<file path="config.mk">
export PLATFORM = sky130hd
export DESIGN_NAME = reg_dump_reader
export DESIGN_NICKNAME = d
export VERILOG_FILES = /design/src/rtl/reg_dump_reader.sv
export SDC_FILE = /design/constraint.sdc
export NUM_CORES = 1
export LEC_CHECK = 0
export ABC_AREA = 1
export BUFFER_PORTS_ARGS = -buffer_cell sky130_fd_sc_hd__buf_2
export CORE_UTILIZATION = 47
export DETAILED_ROUTE_END_ITERATION = 12
export PLACE_DENSITY = 0.77
export RECOVER_POWER = 100
export SYNTH_ARGS = -nofsm -noshare
export SYNTH_HDL_FRONTEND = slang
export SYNTH_SLANG_ARGS = --single-unit
</file>
<file path="constraint.sdc">
create_clock -name clk -period 3.1 [get_ports clk]
set_clock_uncertainty 0.2 [all_clocks]
set_input_delay 0.31 -clock clk [delete_from_list [all_inputs] [get_ports clk]]
set_output_delay 0.31 -clock clk [all_outputs]
set_load 0.05 [all_outputs]
</file>
<file path="src/rtl/reg_dump_reader.sv">
`default_nettype none
// ============================================================================
// Module   : reg_dump_reader
// Purpose  : Walks a range of a register file through its asynchronous read
//            port and presents each word on a valid/ready stream. The walk
//            wraps modulo 2**ADDR_WIDTH when last_addr < first_addr.
//            Compile-time option REG_DUMP_CHECKSUM_EN adds a running XOR
//            checksum of the accepted words.
// Ports    : clk         - sole clock, rising edge
//            reset       - synchronous active-high reset
//            start       - dump request, sampled only while idle
//            first_addr  - first register of the range (sampled with start)
//            last_addr   - last register of the range (sampled with start)
//            rf_addr     - register-file read address (always equals idx)
//            rf_data     - register-file read data for rf_addr, same cycle
//            dump_valid  - dump_addr/dump_data hold a word for the consumer
//            dump_ready  - consumer accepts the presented word
//            dump_addr   - address of the presented word
//            dump_data   - captured register value
//            busy        - high whenever a dump is in progress
//            done        - one-cycle pulse when a dump completes
//            checksum    - (REG_DUMP_CHECKSUM_EN only) XOR of accepted words
// Revision : 1.0 - initial release
// ============================================================================
module reg_dump_reader #(
  parameter int ADDR_WIDTH = 5,
  parameter int REG_WIDTH  = 32
) (
  input  logic                  clk,
  input  logic                  reset,
  input  logic                  start,
  input  logic [ADDR_WIDTH-1:0] first_addr,
  input  logic [ADDR_WIDTH-1:0] last_addr,
  output logic [ADDR_WIDTH-1:0] rf_addr,
  input  logic [REG_WIDTH-1:0]  rf_data,
  output logic                  dump_valid,
  input  logic                  dump_ready,
  output logic [ADDR_WIDTH-1:0] dump_addr,
  output logic [REG_WIDTH-1:0]  dump_data,
  output logic                  busy,
`ifdef REG_DUMP_CHECKSUM_EN
  output logic [REG_WIDTH-1:0]  checksum,
`endif
  output logic                  done
);

  typedef enum logic [1:0] {
    S_IDLE  = 2'd0,
    S_FETCH = 2'd1,
    S_SEND  = 2'd2,
    S_DONE  = 2'd3
  } state_t;

  localparam logic [ADDR_WIDTH-1:0] C_IDX_ONE  = ADDR_WIDTH'(1);
  localparam logic [ADDR_WIDTH-1:0] C_ADDR_ZERO = '0;
  localparam logic [REG_WIDTH-1:0]  C_DATA_ZERO = '0;

  state_t                  state_q, state_d;
  logic [ADDR_WIDTH-1:0]   idx_q, idx_d;
  logic [ADDR_WIDTH-1:0]   end_idx_q, end_idx_d;
  logic [ADDR_WIDTH-1:0]   dump_addr_q, dump_addr_d;
  logic [REG_WIDTH-1:0]    dump_data_q, dump_data_d;
`ifdef REG_DUMP_CHECKSUM_EN
  logic [REG_WIDTH-1:0]    checksum_q, checksum_d;
`endif

  // Next-state and datapath update
  always_comb begin
    state_d     = state_q;
    idx_d       = idx_q;
    end_idx_d   = end_idx_q;
    dump_addr_d = dump_addr_q;
    dump_data_d = dump_data_q;
`ifdef REG_DUMP_CHECKSUM_EN
    checksum_d  = checksum_q;
`endif

    case (state_q)
      S_IDLE: begin
        // The range is only latched here, so start while busy cannot
        // disturb idx or end_idx.
        if (start) begin
          idx_d     = first_addr;
          end_idx_d = last_addr;
`ifdef REG_DUMP_CHECKSUM_EN
          checksum_d = C_DATA_ZERO;
`endif
          state_d   = S_FETCH;
        end
      end

      S_FETCH: begin
        // rf_addr already equals idx, so rf_data is the word to capture.
        dump_addr_d = idx_q;
        dump_data_d = rf_data;
        state_d     = S_SEND;
      end

      S_SEND: begin
        if (dump_ready) begin
`ifdef REG_DUMP_CHECKSUM_EN
          checksum_d = checksum_q ^ dump_data_q;
`endif
          if (idx_q == end_idx_q) begin
            state_d = S_DONE;
          end else begin
            // Natural overflow of the ADDR_WIDTH-bit add gives the wrap.
            idx_d   = idx_q + C_IDX_ONE;
            state_d = S_FETCH;
          end
        end
      end

      S_DONE: begin
        state_d = S_IDLE;
      end

      default: begin
        state_d = S_IDLE;
      end
    endcase
  end

  always_ff @(posedge clk) begin
    if (reset) begin
      state_q     <= S_IDLE;
      idx_q       <= C_ADDR_ZERO;
      end_idx_q   <= C_ADDR_ZERO;
      dump_addr_q <= C_ADDR_ZERO;
      dump_data_q <= C_DATA_ZERO;
`ifdef REG_DUMP_CHECKSUM_EN
      checksum_q  <= C_DATA_ZERO;
`endif
    end else begin
      state_q     <= state_d;
      idx_q       <= idx_d;
      end_idx_q   <= end_idx_d;
      dump_addr_q <= dump_addr_d;
      dump_data_q <= dump_data_d;
`ifdef REG_DUMP_CHECKSUM_EN
      checksum_q  <= checksum_d;
`endif
    end
  end

  // Outputs are decoded from registered state only.
  assign rf_addr    = idx_q;
  assign dump_addr  = dump_addr_q;
  assign dump_data  = dump_data_q;
  assign dump_valid = (state_q == S_SEND);
  assign busy       = (state_q != S_IDLE);
  assign done       = (state_q == S_DONE);
`ifdef REG_DUMP_CHECKSUM_EN
  assign checksum   = checksum_q;
`endif

endmodule
`default_nettype wire

</file>
==> results of run 1 <==
[kinds of logic after synthesis]
kind of cell	Yosys count	synth area share, %
simple gates	124	27.2
compound gates	60	15.8
flops	49	49.7
buf+inv	30	6.21
xor+xnor	1	0.444
fa+ha+maj	1	0.634
[routing by layer]
| layer | vias to the layer above | part of all wire [%] | wire length (µm) |
|---|---|---|---|
| li1 | 1012 | - | - |
| met1 | 849 | 46 | 2110 |
| met2 | 56 | 48 | 2210 |
| met3 | 4 | 4.8 | 222 |
| met4 | 0 | 0.94 | 43 |
| met5 | - | 0 | 0 |
[worst max path at each step]
stage                                             to  cells after the start  slack (ns)
after floorplan              rf_addr[4]$_SDFFE_PP0P_                      7        1.33
after global placement    dump_data[25]$_SDFFE_PP0N_                      6        1.27
after detailed placement  dump_data[29]$_SDFFE_PP0N_                      6        1.23
after CTS                 dump_data[29]$_SDFFE_PP0N_                      6        1.23
after global routing         rf_addr[4]$_SDFFE_PP0P_                      8        0.53
final                        rf_addr[4]$_SDFFE_PP0P_                      8        0.74
[registers in the layout (all words and copies together), names as in the netlist]
signal,count
dump_data,32
dump_addr,5
end_idx_q,5
rf_addr,5
state_q,2
[worst max-delay path, cell delays in order, from the launching register on]
cell and delay [ns]:
dfxtp_1 0.42, inv_1 0.13, nor2_8 0.15, clkinvlp_2 0.24, o21ai_0 0.78, nand2_4 0.14, nand2_1 0.09, nand2_1 0.05
nor2_1 0.11
[power groups by stage]
stage / Combinational (mW) / Clock (mW) / Sequential [mW]
global placement: 0.469 / 0 / 0.746
detailed placement: 0.474 / 0 / 0.747
CTS: 0.476 / 0.474 / 0.734
floorplan: 0.169 / 0 / 0.933
finish: 0.453 / 0.463 / 0.735
global route: 0.491 / 0.498 / 0.744
[layout by cell type, fill, tap and decap left out, types with 2 or more instances in the layout]
master	n
nor2_1	78
dfxtp_1	49
o21ai_0	47
clkbuf_1	47
buf_2	44
nand2_1	34
inv_1	17
a21oi_1	12
clkbuf_8	6
nor2_4	2
nand3_1	2
nand3b_1	2
buf_4	2
[final cells by class]
cell class | count | area (µm²) | area share (%)
timing repair buffer | 93 | 418 | 16.7
clock buffer | 7 | 86.3 | 3.45
multi-input combinational | 186 | 857 | 34.2
clock inverter | 1 | 30.0 | 1.20
inverter | 18 | 68.8 | 2.75
sequential | 49 | 981 | 39.2
tap | 50 | 62.6 | 2.50
[stage by stage]
step | std cells | hold slack, ns
final | 404 | 0.0334
after global routing | 404 | 0.0308
after CTS | 404 | 0.0260
after detailed placement | 395 | 0.264
after global placement | 395 | 0.254
after floorplan | 265 | 0.179
==> run metrics, run 1 <==
Fill cells 426; CP Class reg2reg; Max VDD drop 0.383 mV; Crit path arrival time 2.39 ns; row cnt 23; combinational fraction of design power 27.4%; Fmax 424 MHz; Sink Count 49; Total Power 1.65 mW; share of cells above drive strength 1 17.2%; Hold Fails Final Rpt 0; Starting DRT DRC Count 140; Worst Hold Class in2reg; Setup crit end kind flop; met1 GRT Util 24.9%; Skew-Pair Late Insertion Delay 0.29 ns; RR Startpoint state_q[1]$_SDFFE_PP0P_; Internal 1.06 mW; die area 0.00446 mm²; Pre-antenna DRT Iters 4; R2R Path End rf_addr[4]$_SDFFE_PP0P_; synth top area cells dfxtp_1 50%, nor2_1 15%, o21ai_0 12%; final antenna-violating net count 0; Sw Pwr 0.593 mW; met3 track demand over resource 5.82%; ANT cells 0; Placed Area 0.00245 mm²; Gates resized, CTS repair 0; initial antenna violation count 0; H-tree levels 2; gr usage total 20.9%; gp weighted congestion 0.802; clk root buf clkbuf_8; outcome completed; Initial Util 49.0%; area share of the largest cell type after synthesis 49.7%; Routed WL 4580 µm; Final Util 62.1%; async set-reset flop share out of synthesis 0%; CTS Hold Buffers Added 1; CTS tree done; post-synthesis cell area 0.00197 mm²; port bufs 90; core area 0.00403 mm²; Place WS 1.23 ns; total grt overflow 0; synthesized area per cell 7.45 µm²; Gate Count Post-Synth 265; CP Max Fanout 8; Worst Hold Path EP dump_data[8]$_SDFFE_PP0N_; pins over their slew limit 0; Reg2Reg Setup Slack 0.74 ns; Seq/Total Area, Yosys 49.7%; Worst Max-Slew Pin Slew 0.988 ns; Power Dens Cells 659 mW/mm²; register bit total from synthesis 49; post-route setup TNS 0 ns; vias per cell 4.75; EDFF count, synth 0; Startpoint Class flop; area grow syn2layout 26.8%; CP startpoint state_q[1]$_SDFFE_PP0P_; register share of total power 44.5%; Finished Cell Area 0.00250 mm²; first-pass GRT wire length 7070 µm; switching share of power 35.9%; Reg clk slew, reported paths 0.09 ns; WL/cell 11.3 µm; Mapped Nets 312; DRC Markers 0; chip height 66.8 µm; largest area contributor in the netlist dfxtp_1; Slew HR 34.1%; Primary FF master, synth dfxtp_1; met2 GRT Util 35.6%; vias 1921; Worst Slack Setup Final 0.740 ns; post-CTS setup buffer count 0; maxcap violations 0; # IOs 91; GRT busiest layer met2; Ys Warns 0; Final Cycle Share 76.1%; post-synthesis cell type count 24; synth cell count leaders 78 x nor2_1, 49 x dfxtp_1, 46 x o21ai_0, 33 x nand2_1, 15 x inv_1; CTS max path bufs 2; worst hold start rf_data[8]; Reg2Reg Depth 8; WHS Path Cells 3; Clk pwr share 28.0%; Tmin final 2.36 ns; final-report setup violation count 0; die span in x 66.8 µm; RSZ-0062 raised after global routing false; CP required 3.13 ns; pin count of the biggest net entering global routing 48; most frequent cell after synthesis nor2_1; Lkg Pwr 1.17 nW; HPWL after DPL 3240 µm; vias in the first global route 1663; CTS Buf Count 5; # nets final 400
Power figures use the tool's default switching activity.
==> run 2: changes to the inputs <==
CORE_UTILIZATION = 41   (was 47)
PLACE_DENSITY = 0.71   (was 0.77)
clock period = 1.9 ns   (was 3.1 ns; I/O delays follow)
==> run 2 against run 1 <==
Effect of this change:
- the flow now finishes with violations (DRC)
- count of clock-buffer cells in the layout is the same
- clock power grew 31%
- cell count grew 10%
- flip-flop and latch count is the same
- power grew 59%
- wire length grew 22%
- non-clock buffer count grew 41
- die area grew 14%
- sequential share of layout area shrank 5.2 points
- first-iteration DRC count shrank 21%
- largest cell class unchanged
==> run metrics, run 2 (synthesized netlist as in run 1, its figures left out) <==
Worst Max-Slew Pin Slew 0.625 ns (was 0.988 ns); clk root buf clkbuf_8 (unchanged); HPWL after DPL 3430 µm (was 3240 µm); worst hold start dump_ready (was rf_data[8]); Hold Fails Final Rpt 0 (unchanged); area grow syn2layout 46.3% (was 26.8%); total grt overflow 0 (unchanged); ANT cells 0 (unchanged); gp weighted congestion 0.754 (was 0.802); port bufs 90 (unchanged); crit-path cells dlygate4sd3_1 > clkbuf_1 > inv_1 > buf_4 > o21ai_0 > nor2_1 (was inv_1 > nor2_8 > clkinvlp_2 > o21ai_0 > nand2_4 > nand2_1 > nand2_1 > nor2_1); Final Cycle Share 90.8%; Power Dens Cells 909 mW/mm² (was 659 mW/mm²); share of cells above drive strength 1 17.3% (was 17.2%); pin count of the biggest net entering global routing 34 (was 48); CP startpoint reset (was state_q[1]$_SDFFE_PP0P_); CP Max Fanout 16 (was 8); Starting DRT DRC Count 110 (was 140); H-tree levels 2 (unchanged); Finished Cell Area 0.00289 mm² (was 0.00250 mm²); RR Startpoint state_q[0]$_SDFFE_PP0P_ (was state_q[1]$_SDFFE_PP0P_); Routed WL 5580 µm (was 4580 µm); Initial Util 43.8% (was 49.0%); chip height 71.4 µm (was 66.8 µm); Setup crit end kind flop (unchanged); # nets final 441 (was 400); Placed Area 0.00249 mm² (was 0.00245 mm²); gr usage total 23.9% (was 20.9%); Slew HR 58.5% (was 34.1%); Lkg Pwr 1.35 nW (was 1.17 nW); Worst Hold Class in2reg (unchanged); failing checks DRC; post-CTS setup buffer count 0 (unchanged); pins over their slew limit 0 (unchanged); Reg clk slew, reported paths 0.08 ns (was 0.09 ns); final antenna-violating net count 0 (unchanged); Sink Count 49 (unchanged); CP required 1.93 ns (was 3.13 ns); post-route setup TNS 0 ns (unchanged); CTS max path bufs 2 (unchanged); Critical Path Slowest Stage Cell dlygate4sd3_1 (was o21ai_0); Max VDD drop 0.618 mV (was 0.383 mV); outcome finished with violations (was completed); Fmax 580 MHz; core area 0.00450 mm² (was 0.00403 mm²); first-pass GRT wire length 9620 µm (was 7070 µm); CTS Hold Buffers Added 39 (was 1); RSZ-0062 raised after global routing false (unchanged); Startpoint Class input port (was flop); CP Class in2reg (was reg2reg); vias in the first global route 2219 (was 1663); vias 2134 (was 1921); CTS tree done (unchanged); commonest non-fill, non-tap cell in the layout nor2_1 (unchanged); Largest stage delay, worst path 0.53 ns (was 0.78 ns); die span in x 71.4 µm (was 66.8 µm); Crit path arrival time 1.75 ns (was 2.39 ns); cell family with most CP delay buffers and inverters (was compound AO/OA/AOI/OAI gates); DRC Markers 5 (was 0); Skew-Pair Late Insertion Delay 0.29 ns (about the same); maxcap violations 0 (unchanged); row cnt 24 (was 23); vias per cell 4.78 (was 4.75); # IOs 91 (unchanged); CTS Buf Count 5 (unchanged); final-report setup violation count 0 (unchanged); max FFs per register 32 (unchanged); crit path buf inv count 4 (was 2); WL/cell 12.5 µm (was 11.3 µm); Tmin final 1.72 ns; Pre-antenna DRT Iters 8 (was 4); initial antenna violation count 0 (unchanged); die area 0.00510 mm² (was 0.00446 mm²); Gates resized, CTS repair 0 (unchanged); most frequent cells in the layout 79 x nor2_1, 49 x dfxtp_1, 46 x o21ai_0, 44 x clkbuf_1, 44 x buf_2 (was 78 x nor2_1, 49 x dfxtp_1, 47 x o21ai_0, 47 x clkbuf_1, 44 x buf_2)
-- run 2: changes by cell type in the layout (fill, tap and decap cells not counted) --
cell | previous run | this run
buf_12 | 0 | 1
o21ai_0 | 47 | 46
inv_4 | 0 | 1
inv_2 | 0 | 2
bufinv_16 | 1 | 0
clkbuf_2 | 0 | 5
dlygate4sd3_1 | 1 | 39
clkbuf_1 | 47 | 44
inv_1 | 17 | 15
nor2_1 | 78 | 79
clkinvlp_2 | 1 | 0
o21ai_2 | 0 | 1
nor2_4 | 2 | 1
-- run 2: worst reg2reg max path: cells and delay by family (launching register included) --
family,cells,cell delay (ns)
compound gates,1,0.22
flops,1,0.39
simple gates,5,0.74
-- run 2: power breakdown --
part	internal [mW]	total, mW	switching, mW
Clock	0.289	0.606	0.317
Combinational	0.224	0.820	0.596
Sequential	1.13	1.20	0.0675
Total	1.64	2.63	0.980
-- run 2: per-stage QoR --
stage               instances  setup slack [ns]  utilization (%)  power, mW  hold WS [ns]
finish                    446             0.175             64.1       2.63        0.0290
global route              446            0.0467             64.1       2.77        0.0217
CTS                       446             0.234             65.8       2.67        0.0292
detailed placement        400             0.368             55.2       2.01         0.197
global placement          400             0.360             55.2       2.00         0.202
floorplan                 265             0.135                -       1.80        0.0594
-- run 2: final timing paths --
| path | slack, ns | endpoint | cells after the start |
|---|---|---|---|
| max | 0.18 | dump_data[1]$_SDFFE_PP0N_ | 6 |
| min reg2reg | 0.27 | end_idx_q[1]$_SDFFE_PP0P_ | 2 |
| max reg2reg | 0.25 | rf_addr[3]$_SDFFE_PP0P_ | 6 |
| min | 0.03 | state_q[1]$_SDFFE_PP0P_ | 4 |
-- run 2: routing by layer --
layer | share of wire [%] | global-route usage (%) | vias to the layer above | routed length (µm)
met4 | 1.5 | 7.56 | 0 | 85
met2 | 51 | 44.4 | 76 | 2820
met3 | 6.3 | 6.75 | 10 | 350
met5 | 0 | 0 | - | 0
li1 | - | - | 1095 | -
met1 | 42 | 26.3 | 953 | 2330
-- run 2: area by class of cell --
class | instances | area [µm²]
Fill cell | 433 | 1620
Sequential cell | 49 | 981
Multi-Input combinational cell | 186 | 853
Timing Repair Buffer | 134 | 832
Clock buffer | 7 | 86.3
Inverter | 18 | 70.1
Tap cell | 52 | 65.1
